[config.mk]
export PLATFORM = sky130hd
export DESIGN_NAME = fridge_zone_controller
export DESIGN_NICKNAME = d
export VERILOG_FILES = /design/src/rtl/fridge_zone_controller.sv
export SDC_FILE = /design/constraint.sdc
export NUM_CORES = 1
export LEC_CHECK = 0
export BUFFER_PORTS_ARGS = -buffer_cell sky130_fd_sc_hd__buf_2
export CELL_PAD_IN_SITES_DETAIL_PLACEMENT = 1
export CELL_PAD_IN_SITES_GLOBAL_PLACEMENT = 1
export CORE_UTILIZATION = 47
export DETAILED_ROUTE_END_ITERATION = 16
export PLACE_DENSITY = 0.84
export SETUP_SLACK_MARGIN = 0.15
export SYNTH_ARGS = -nofsm -noshare
export SYNTH_HDL_FRONTEND = slang
export SYNTH_HIERARCHICAL = 1
export SYNTH_SLANG_ARGS = --single-unit
export TNS_END_PERCENT = 50
[constraint.sdc]
create_clock -name clk -period 3.7 [get_ports clk]
set_input_delay 0.925 -clock clk [delete_from_list [all_inputs] [get_ports clk]]
set_output_delay 0.925 -clock clk [all_outputs]
set_load 0.05 [all_outputs]
[src/rtl/fridge_zone_controller.sv]
// Multi-zone refrigerator controller: per-zone door tracking, door-open alarm,
// hysteretic thermostat and compressor min-on/min-off protection.

module fridge_zone #(
  parameter int TEMP_W      = 8,
  parameter int HYST        = 2,
  parameter int MIN_ON_CYC  = 8,
  parameter int MIN_OFF_CYC = 16,
  parameter int ALARM_CYC   = 32,
  parameter int CNT_W       = 16
) (
  input  logic                     clk,
  input  logic                     reset_n,
  input  logic                     door_open_p,
  input  logic                     door_close_p,
  input  logic signed [TEMP_W-1:0] temp,
  input  logic                     temp_valid,
  input  logic signed [TEMP_W-1:0] setpoint,
  input  logic                     alarm_ack,
  output logic                     door_state,
  output logic                     cooling,
  output logic                     alarm,
  output logic                     alarm_nxt
);

  typedef enum logic [1:0] {OFF_LOCK, OFF_READY, ON_LOCK, ON_READY} state_t;

  localparam logic [CNT_W-1:0] ON_LOAD   = CNT_W'(MIN_ON_CYC - 1);
  localparam logic [CNT_W-1:0] OFF_LOAD  = CNT_W'(MIN_OFF_CYC - 1);
  localparam logic [CNT_W-1:0] ALARM_MAX = CNT_W'(ALARM_CYC);
  localparam logic signed [TEMP_W:0] HYST_X = (TEMP_W+1)'(HYST);

  state_t                   state_q, state_d;
  logic [CNT_W-1:0]         tmr_q, tmr_d;
  logic [CNT_W-1:0]         acnt_q, acnt_d;
  logic                     door_q, door_d;
  logic                     seen_q, seen_d;
  logic                     alarm_q, alarm_d;
  logic signed [TEMP_W-1:0] temp_q, temp_d;
  logic signed [TEMP_W:0]   temp_x, hi_x, lo_x;
  logic                     hot, cold;

  // One extra bit keeps setpoint +/- HYST exact at the signed extremes.
  always_comb begin
    temp_x = {temp_q[TEMP_W-1], temp_q};
    hi_x   = {setpoint[TEMP_W-1], setpoint} + HYST_X;
    lo_x   = {setpoint[TEMP_W-1], setpoint} - HYST_X;
    hot    = temp_x > hi_x;
    cold   = temp_x <= lo_x;
  end

  always_comb begin
    door_d = door_open_p | (door_q & ~door_close_p);
    temp_d = temp_valid ? temp : temp_q;
    seen_d = seen_q | temp_valid;

    acnt_d = acnt_q;
    if (!door_q || alarm_ack)   acnt_d = '0;
    else if (acnt_q != ALARM_MAX) acnt_d = acnt_q + CNT_W'(1);
    alarm_d = (acnt_d == ALARM_MAX);
  end

  always_comb begin
    state_d = state_q;
    tmr_d   = tmr_q;
    case (state_q)
      OFF_LOCK: begin
        if (tmr_q == '0) state_d = OFF_READY;
        else             tmr_d   = tmr_q - CNT_W'(1);
      end
      OFF_READY: begin
        if (seen_q && hot && !door_q) begin
          state_d = ON_LOCK;
          tmr_d   = ON_LOAD;
        end
      end
      ON_LOCK: begin
        if (tmr_q == '0) state_d = ON_READY;
        else             tmr_d   = tmr_q - CNT_W'(1);
      end
      ON_READY: begin
        if (cold || door_q) begin
          state_d = OFF_LOCK;
          tmr_d   = OFF_LOAD;
        end
      end
      default: begin
        state_d = OFF_LOCK;
        tmr_d   = OFF_LOAD;
      end
    endcase
  end

  // Reset lands in OFF_LOCK so the compressor rests after power restore.
  always_ff @(posedge clk or negedge reset_n) begin
    if (!reset_n) begin
      state_q <= OFF_LOCK;
      tmr_q   <= OFF_LOAD;
      acnt_q  <= '0;
      door_q  <= 1'b0;
      seen_q  <= 1'b0;
      alarm_q <= 1'b0;
      temp_q  <= '0;
    end else begin
      state_q <= state_d;
      tmr_q   <= tmr_d;
      acnt_q  <= acnt_d;
      door_q  <= door_d;
      seen_q  <= seen_d;
      alarm_q <= alarm_d;
      temp_q  <= temp_d;
    end
  end

  assign door_state = door_q;
  assign cooling    = (state_q == ON_LOCK) || (state_q == ON_READY);
  assign alarm      = alarm_q;
  assign alarm_nxt  = alarm_d;

endmodule

module fridge_zone_controller #(
  parameter int NUM_ZONES   = 2,
  parameter int TEMP_W      = 8,
  parameter int HYST        = 2,
  parameter int MIN_ON_CYC  = 8,
  parameter int MIN_OFF_CYC = 16,
  parameter int ALARM_CYC   = 32,
  parameter int CNT_W       = 16
) (
  input  logic                          clk,
  input  logic                          reset_n,
  input  logic [NUM_ZONES-1:0]          door_open_p,
  input  logic [NUM_ZONES-1:0]          door_close_p,
  input  logic [NUM_ZONES*TEMP_W-1:0]   temp,
  input  logic [NUM_ZONES-1:0]          temp_valid,
  input  logic [NUM_ZONES*TEMP_W-1:0]   setpoint,
  input  logic [NUM_ZONES-1:0]          alarm_ack,
  output logic [NUM_ZONES-1:0]          door_state,
  output logic [NUM_ZONES-1:0]          cooling,
  output logic [NUM_ZONES-1:0]          alarm,
  output logic                          any_alarm
);

  logic [NUM_ZONES-1:0] alarm_nxt;
  logic                 any_alarm_q, any_alarm_d;

  for (genvar i = 0; i < NUM_ZONES; i++) begin : g_zone
    fridge_zone #(
      .TEMP_W      (TEMP_W),
      .HYST        (HYST),
      .MIN_ON_CYC  (MIN_ON_CYC),
      .MIN_OFF_CYC (MIN_OFF_CYC),
      .ALARM_CYC   (ALARM_CYC),
      .CNT_W       (CNT_W)
    ) u_zone (
      .clk          (clk),
      .reset_n      (reset_n),
      .door_open_p  (door_open_p[i]),
      .door_close_p (door_close_p[i]),
      .temp         (temp[i*TEMP_W +: TEMP_W]),
      .temp_valid   (temp_valid[i]),
      .setpoint     (setpoint[i*TEMP_W +: TEMP_W]),
      .alarm_ack    (alarm_ack[i]),
      .door_state   (door_state[i]),
      .cooling      (cooling[i]),
      .alarm        (alarm[i]),
      .alarm_nxt    (alarm_nxt[i])
    );
  end

  // Built from the per-zone next-state so it changes on the same edge as alarm.
  always_comb any_alarm_d = |alarm_nxt;

  always_ff @(posedge clk or negedge reset_n) begin
    if (!reset_n) any_alarm_q <= 1'b0;
    else          any_alarm_q <= any_alarm_d;
  end

  assign any_alarm = any_alarm_q;

endmodule

==> results.md <==
* Row cnt at between 40 and 50
* Int Pwr at just over 2 mW
* CP max FO at 8
* Largest area contributor in the netlist: dfrtp_1
* HPWL Detailed at 11750 um
* Mux cell area share after synthesis at 3.608%
* Syn nets at between 700 and 800
* Slowest Stage Delay on Critical Path at 400 ps
* CP arrival at 3580 ps
* Total power draw at about 3.2 mW
* Synth top cells by count: dfrtp_1 (83), nor2_1 (72), ha_1 (50)
* IO buf count at 48
* Hold_ws at roughly 500 ps
* DRT Wirelength at 15830 um
* TritonCTS Buffers at 9
* Reg2reg path depth at 10
* Met1 usage at around 28%
* Yosys reg bits at 91
* Top delay family on crit path: compound AO/OA/AOI/OAI gates
* Largest net degree at the start of global routing at 48
* Final Hold Vio Count at 0
* Worst-Skew Late Latency at between 300 and 400 ps
* Simple-gate share of the synthesized area at 23.18%
* Syn Inst Count at approximately 650
* Hold Crit Start: g_zone[0].u_zone/tmr_q[14]
* Initial antenna violation count at 0
* CP bufs+invs at 4
* Period minus WS final at 3371 ps
* Final core utilization at 55.19%
* Pleak at 3.080 nW
* Fin. max-slew vios at 0
* Placed Area at 6631 um^2
* Ys flop type: dfrtp_1
* First-pass GRT wire length at 25800 um
* Post-Syn Area at 6138 um^2
* Post-synth EDFFs at 0
* GPL Wtd Cong at 0.9026
* DRT Pass-1 Iters at 4
* F_max at roughly 0.3 GHz
* Vias/cell at 5.912
* CP max stage cell: a2111oi_4
* M2 GR Usage at 44.69%
* First-iteration detailed-routing DRC count at 191
* Clk pwr share at 29.4%
* Final setup violation count at 0
* Reg-to-reg critical path endpoint: g_zone[0].u_zone/tmr_q[3]
* Synth Area in XOR/XNOR at 6.849%
* H-tree levels at 3
* Final period utilization at 91.10%
* CP endpoint kind: flop
* Routed wire per std cell at 17.87 um
* GRT met3 Usage at 3.114%
* Die Area at 13520 um^2
* Least-Margin Pin Slew at around 740 ps
* Ys async rst share at 100.0%
* Adder-Cell Fraction of Synth Area at 10.19%
* VDD IR-drop max at roughly 0.24 mV
* Sink of the worst hold path: g_zone[0].u_zone/tmr_q[15]
* DIE WIDTH at approximately 120 um
* Crit path required time at approximately 3900 ps
* Cell area after layout at 6993 um^2
* Hold path cells at 1
* Sw power at 1.127 mW
* Post-synthesis area per instance at 9.458 um^2
* Layout cells sized above 1 at 20.17%
* TritonCTS clock tree: done
* Comb power frac at 32.5%
* Ports at 49
* Vias after detailed routing at about 5200
* Startpoint types: input pin
* Syn. warnings at 6
* CTS root buffer: clkbuf_16
* Top Usage Layer GRT: met2
* Outcome: complete, no violations
* Hold Path Class: reg2reg
* Clk buf depth at 2
* Detail Route Antenna Nets at 0
* Synth area leaders: dfrtp_1 (34%), ha_1 (10%), nor2_1 (4.4%)
* Maxcap violations at 0
* DRC viols at 0
* Clock-pin transition on the worst setup and hold timing paths at 60 ps
* Final clock skew at ~7.3 ps
* GRT Total Usage at 24.37%
* Core area at approximately 13000 um^2
* Total grt overflow at 0
* Post-synthesis compound-gate area fraction at 14.94%
* Top cell type's share of synthesized area at 33.84%
* Number of diodes at 0
* Hold_buf cts at 0
* Seq pwr share at 38.2%
* Initial Util at 48.44%
* Worst path cell trace: buf_2 -> buf_4 -> inv_1 -> ha_1 -> nand2_1 -> nor3_1 -> xnor2_1 -> ha_1 -> nor3b_1 -> o21ai_1 -> a2111oi_4 -> o2bb2ai_4 -> buf_4 -> o31ai_1 -> o41ai_1
* WS Path Type: in2reg
* Switching Share at around 35%
* R2r startpoint: g_zone[0].u_zone/tmr_q[0]
* Vias in the first global route at around 5500
* Max_slew headroom at between 50% and 60%
* RSZ-0062 raised after global routing: false
* Most frequent cell after synthesis: dfrtp_1
* Chip height at 116.3 um
* Distinct cell type count after synthesis at 77
* R2R setup slack at 670 ps
* Critical Path Start: setpoint[9]
* Area delta synth->final at 13.92%
* Clock sink count at 91
* Post-synthesis sequential area ratio at 37.26%
* PwrDens at 456.0 nW/um^2
* Final nets at 801
* Largest family of logic cells by synthesized area: simple AND/OR/NAND/NOR gates
timing repair:
action | in CTS | in global routing
buffers inserted | 0 | 3
gates resized for setup | 0 | 5
endpoints found under the setup margin | 0 | 17
how the worst max path moves through the flow:
stage | cells after the start | slack (ps) | end
floorplan | 14 | 210 | g_zone[0].u_zone/tmr_q[8]
global placement | 12 | 40 | g_zone[1].u_zone/tmr_q[5]
detailed placement | 14 | -70 | g_zone[0].u_zone/tmr_q[2]
CTS | 12 | 200 | g_zone[1].u_zone/tmr_q[14]
global route | 12 | 140 | g_zone[1].u_zone/tmr_q[14]
finish | 15 | 330 | g_zone[1].u_zone/tmr_q[14]
cell type report:
cell class	count	area, um^2
clock inverters	4	50.05
flip-flops and latches	91	2287
clock buffers	12	246.5
fillers	1490	5678
inverters	37	138.9
well taps	172	215.2
repair buffers	68	417.9
multi-input cells	502	3637
layer usage:
layer  share of wire, %  vias up
li1                   -     2494
met1                 44     2637
met2                 52       78
met3                2.2       29
met4                2.5        0
met5                  0        -
state kept, by name, indices dropped and copies added, names as in the netlist:
signal / count
any_alarm: 1
g_zone.u_zone/acnt_q: 32
g_zone.u_zone/tmr_q: 32
g_zone.u_zone/state_q: 4
g_zone.u_zone/door_state: 2
g_zone.u_zone/seen_q: 2
g_zone.u_zone/temp_q: 16
g_zone.u_zone/alarm: 2
per-stage QoR:
step / cells / setup TNS [ps] / setup WS, ps
2_1_floorplan: 649 / 0 / 206.9
3_3_place_gp: 867 / 0 / 43.70
3_5_place_dp: 867 / -215.3 / -70.59
4_1_cts: 883 / 0 / 196.3
5_1_grt: 886 / 0 / 144.6
6_report: 886 / 0 / 329.3
cells in the final DEF, fill, tap and decap left out, types with 22 or more instances in the layout:
cell,n
nand3_1,29
xor2_1,26
inv_1,37
o21ai_0,30
nand2_1,29
nor2_1,72
ha_1,50
dfrtp_1,83
a21oi_1,29
buf_2,47
xnor2_1,22
kinds of logic after synthesis:
logic type,after synthesis
AO/OA/AOI/OAI,132
XOR/XNOR,48
adder cells (fa/ha/maj),50
buffers and inverters,56
flip-flops,91
multiplexers,20
AND/OR/NAND/NOR,252
worst reg2reg max path, stage by stage, from the launching register on:
cell and delay (ps):
dfstp_2 370, inv_1 80, ha_1 200, or3b_2 500
or4_1 570, nor4b_2 340, inv_1 170, o21bai_4 320
buf_12 170, mux2i_1 170, nor2_1 70
power groups by stage:
stage | logic, mW | clock network [mW] | registers, mW
floorplan | 0.723 | 0 | 1.20
global placement | 0.946 | 0 | 1.22
detailed placement | 1.00 | 0 | 1.23
CTS | 1.02 | 0.960 | 1.21
global route | 1.13 | 0.994 | 1.23
finish | 1.03 | 0.937 | 1.22
Note: power is estimated with default switching activity, not from simulation.
